===== src/rtl/prog_loader.sv =====
// rtl/prog_loader.sv - host-stream program loader into RAM via MAR/RAM strobes; LOADER_CHECKSUM_EN adds a trailing checksum byte
module prog_loader #(
  parameter int DEPTH = 16,
  parameter int AW    = 4
) (
  input  logic       clk,
  input  logic       clr,
  input  logic       start,
  input  logic [7:0] byte_in,
  input  logic       byte_valid,
  output logic       byte_ready,
  output logic [7:0] bus_out,
  output logic       bus_oe,
  output logic       marwa,
  output logic       ramwa,
  output logic       cpu_hold,
  output logic       busy,
  output logic       done,
  output logic       err
);

  localparam logic [AW-1:0] LAST_ADDR = AW'(DEPTH - 1);

  typedef enum logic [2:0] {
    IDLE      = 3'd0,
    WAIT_BYTE = 3'd1,
    DRV_ADDR  = 3'd2,
    DRV_DATA  = 3'd3,
`ifdef LOADER_CHECKSUM_EN
    CHECK     = 3'd4,
`endif
    FINISH    = 3'd5
  } state_t;

  state_t        state;
  state_t        state_nxt;
  logic [AW-1:0] addr;
  logic [7:0]    data_q;
  logic          at_last;

  assign at_last = (addr == LAST_ADDR);

  // State register; reset aborts any session without a done pulse
  always_ff @(posedge clk or negedge clr) begin
    if (!clr) begin
      state <= IDLE;
    end else begin
      state <= state_nxt;
    end
  end

  // Next-state and bus outputs; the bus is only driven in the two drive states
  always_comb begin
    state_nxt  = state;
    byte_ready = 1'b0;
    bus_out    = 8'h00;
    bus_oe     = 1'b0;
    marwa      = 1'b0;
    ramwa      = 1'b0;
    cpu_hold   = 1'b1;
    busy       = 1'b1;
    done       = 1'b0;
    case (state)
      IDLE: begin
        cpu_hold = 1'b0;
        busy     = 1'b0;
        if (start) state_nxt = WAIT_BYTE;
      end
      WAIT_BYTE: begin
        byte_ready = 1'b1;
        if (byte_valid) state_nxt = DRV_ADDR;
      end
      DRV_ADDR: begin
        bus_out   = 8'(addr);
        bus_oe    = 1'b1;
        marwa     = 1'b1;
        state_nxt = DRV_DATA;
      end
      DRV_DATA: begin
        bus_out = data_q;
        bus_oe  = 1'b1;
        ramwa   = 1'b1;
        if (!at_last) begin
          state_nxt = WAIT_BYTE;
        end else begin
`ifdef LOADER_CHECKSUM_EN
          state_nxt = CHECK;
`else
          state_nxt = FINISH;
`endif
        end
      end
`ifdef LOADER_CHECKSUM_EN
      CHECK: begin
        byte_ready = 1'b1;
        if (byte_valid) state_nxt = FINISH;
      end
`endif
      FINISH: begin
        done      = 1'b1;
        state_nxt = IDLE;
      end
      default: begin
        state_nxt = IDLE;
      end
    endcase
  end

  // Address counter and latched data byte; the address saturates at the last location
  always_ff @(posedge clk or negedge clr) begin
    if (!clr) begin
      addr   <= '0;
      data_q <= 8'h00;
    end else begin
      if (state == IDLE && start) begin
        addr <= '0;
      end else if (state == DRV_DATA && !at_last) begin
        addr <= addr + 1'b1;
      end
      if (state == WAIT_BYTE && byte_valid) begin
        data_q <= byte_in;
      end
    end
  end

`ifdef LOADER_CHECKSUM_EN
  logic [7:0] sum_q;
  logic       err_q;

  // Running modulo-256 sum of data bytes and sticky mismatch flag, both cleared by a new session
  always_ff @(posedge clk or negedge clr) begin
    if (!clr) begin
      sum_q <= 8'h00;
      err_q <= 1'b0;
    end else if (state == IDLE && start) begin
      sum_q <= 8'h00;
      err_q <= 1'b0;
    end else if (state == WAIT_BYTE && byte_valid) begin
      sum_q <= sum_q + byte_in;
    end else if (state == CHECK && byte_valid && (byte_in != sum_q)) begin
      err_q <= 1'b1;
    end
  end

  assign err = err_q;
`else
  assign err = 1'b0;
`endif

endmodule


===== config.mk =====
export PLATFORM = sky130hd
export DESIGN_NAME = prog_loader
export DESIGN_NICKNAME = d
export VERILOG_FILES = /design/src/rtl/prog_loader.sv
export SDC_FILE = /design/constraint.sdc
export NUM_CORES = 1
export LEC_CHECK = 0
export ABC_AREA = 1
export CORE_UTILIZATION = 40
export DETAILED_ROUTE_END_ITERATION = 12
export GPL_ROUTABILITY_DRIVEN = 0
export PLACE_DENSITY_LB_ADDON = 0.08
export RECOVER_POWER = 25
export SYNTH_ARGS = -nofsm -noshare
export SYNTH_HDL_FRONTEND = slang
export SYNTH_SLANG_ARGS = --single-unit

===== constraint.sdc =====
create_clock -name clk -period 1.2 [get_ports clk]
set_clock_uncertainty 0.1 [all_clocks]
set_input_delay 0.12 -clock clk [delete_from_list [all_inputs] [get_ports clk]]
set_output_delay 0.12 -clock clk [all_outputs]
set_load 0.005 [all_outputs]

==> flow_summary.ini <==
[status]
status = complete, but fails checks
violations = setup timing

[cts]
clock_sinks = 15
ctsRootBufferMaster = clkbuf_4
clockBufferDepth = 2
clock_latency_ns = 0.29
htreeDepth = 1
cts_made_buffers = 3
cts_hold_buf = 0
cts_tree = done
clk_pin_slew_ns = 0.10

[floorplan]
floorplan.initialDensity = 0.423
fp.dieH_um = 47.5
die_w_um = 47.5
core_region_area_um2 = 1960
dieArea_um2 = 2260
io_pins = 28
rows = 16

[routing]
vias = 979
drc = 0
dr.pass1.iters = 3
dr.first_iter.drc_count = 18
via_per_inst = 4.92
ant_nets = 0
totalWireLength_mm = 2.73
avgRoutedWirePerCell_um = 13.7

[final_layout]
nNetsFinal = 186
syn2layout_area_growth_pct = 89.1
drive_gt1_frac = 0.587
num_antenna_cells = 0
instances_no_fill = 199
final_core_util = 0.800

[global_route]
grt_pass1_wl_mm = 3.41
grt_max_degree = 16
antenna_found_initial = 0
grt_pass1_vias = 832
grt_use_total = 0.217
grt_overflow = 0

[logic_synthesis]
synth.area.top_cells = dfrtp_1 (45%), nand2_1 (17%), nand3_1 (8.4%)
synth_ff_type = dfrtp_1
synth-seq-cells = 15
post_synth_inst_count = 110
yosysTopAreaCell = dfrtp_1
synth.net_count = 123
yosysTopAreaCellShare = 0.452
yosys-top-cells-count = nand2_1 (37), dfrtp_1 (15), nand3_1 (14)
synth_seq_area_share = 0.452
async_reset_ff_frac = 1.00
ys_types = 20
synth_enable_flop_cells = 0
yosysWarnings = 0
syn-cell-area_um2 = 830
yosysMostFrequentCell = nand2_1
synth.avg_cell_area_um2 = 7.54

[flow_run]
maxCapViolations = 0

[worst_setup_path]
cp.required_ns = 0.98
cp-endpoint = bus_out[0]
critPathArrivalTime_ns = 1.33
rr_endpoint = data_q[0]
rr_worst_depth = 8
rr_startpoint = state[0]
critPathKind = reg -> out
crit_path_start = state[2]
crit_fanout = 4
startpoint_type = flip-flop
r2r_slack_ns = -0.20
endpoint_kind = output pin

[sta]
worst_slack_ns = -0.350
rsz0062_at_grt = true
hold_violations = 0
period_needed_ns = 1.55
fmax_mhz = 645
period_share = 1.29
final-max-slew-violation-count = 0
setup_viol = 30

[placed_design]
hpwl_mm = 1.65
dp.cells = 182
numPortBuffers = 26

[min_path]
worstHoldPathType = in -> async

[power_and_ir_drop]
p_leak_nw = 0.821
p_per_area_nw_per_um2 = 2260
ir_worst_vdd_v = 0.00165
flip-flops by register name (all words and copies together) (netlist names):
register,cells
state,3
data_q,8
addr,4
logic make-up (layout without fill, tap and decap cells):
logic type                 Yosys count  in the layout  synth area share
DFF                                 15             15             0.452
other                                1              1           0.00452
and+or+nand+nor                     70             70             0.388
AOI/OAI and AO/OA                    6              6            0.0407
buffers and inverters               17             79            0.0995
adders and majority gates            1              1            0.0151
worst max-delay path, stage by stage, from the launching register on:
cell and delay [ns]:
dfrtp_1 0.42, nor2_2 0.16, buf_4 0.14, nand2_4 0.07, inv_4 0.06, nand2_2 0.04
nand2_1 0.06, buf_2 0.10
layout by cell type, fill, tap and decap left out:
master,synthesis,layout
dlygate4sd3_1,0,1
dfrtp_1,15,13
nand2_2,1,4
inv_2,1,3
nand2_8,0,1
nor2_1,11,3
nor2_4,0,7
buf_4,2,25
nand3_4,1,2
clkinv_2,0,1
inv_4,1,2
buf_6,1,11
nand2_4,2,8
nand4_1,2,2
a21oi_2,0,1
nand2_1,37,27
o21ai_1,0,1
inv_1,11,8
ha_1,1,1
conb_1,1,1
clkbuf_2,0,1
buf_2,1,13
o21ai_2,1,3
nor2_2,2,3
dfrtp_2,0,2
buf_8,0,1
o21ai_0,4,1
nand3_1,14,3
nand3_2,0,10
clkdlybuf4s50_1,0,10
clkbuf_4,0,3
per-stage QoR:
step           power (mW)  worst slack (ns)  hold WS [ns]  setup TNS [ns]  instance area [um^2]
3_5_place_dp         2.47            -0.412         0.358           -6.68                  1260
2_1_floorplan        1.63            0.0173        -0.276               0                   830
6_report             3.54            -0.350         0.169           -6.56                  1570
3_3_place_gp         2.41            -0.413         0.355           -6.14                  1260
4_1_cts              3.06            -0.321        0.0372           -5.32                  1390
5_1_grt              3.77            -0.430         0.228           -8.10                  1570
power breakdown:
group | internal [mW] | switching [mW] | leakage, nW
registers | 0.722 | 0.194 | 0.188
clock network | 0.124 | 0.172 | 0.0177
logic | 1.16 | 1.17 | 0.615
routing by layer:
metal,global-route usage,wire (um),part of all wire
met1,0.262,1110,0.41
met4,0.0944,33,0.012
met3,0.0415,69,0.025
met2,0.375,1510,0.55
met5,0,0,0
cell type report:
cell class	count	area, um^2
Clock inverter	1	5.00
Clock buffer	3	22.5
Inverter	13	53.8
Timing Repair Buffer	62	507
Sequential cell	15	378
Multi-Input combinational cell	78	569
Tap cell	27	33.8
Fill cell	142	393
timing repair:
action                                  CTS  global route
resized for setup                        89            40
pin swaps                                 7            14
buffers inserted                          9             5
endpoints found under the setup margin   30            30
worst min path at each step:
stage,from,to
floorplan,clr,addr[0]
global placement,clr,addr[2]
detailed placement,clr,addr[2]
CTS,clr,addr[3]
global route,clr,addr[3]
finish,clr,addr[3]
Power figures use the tool's default switching activity.
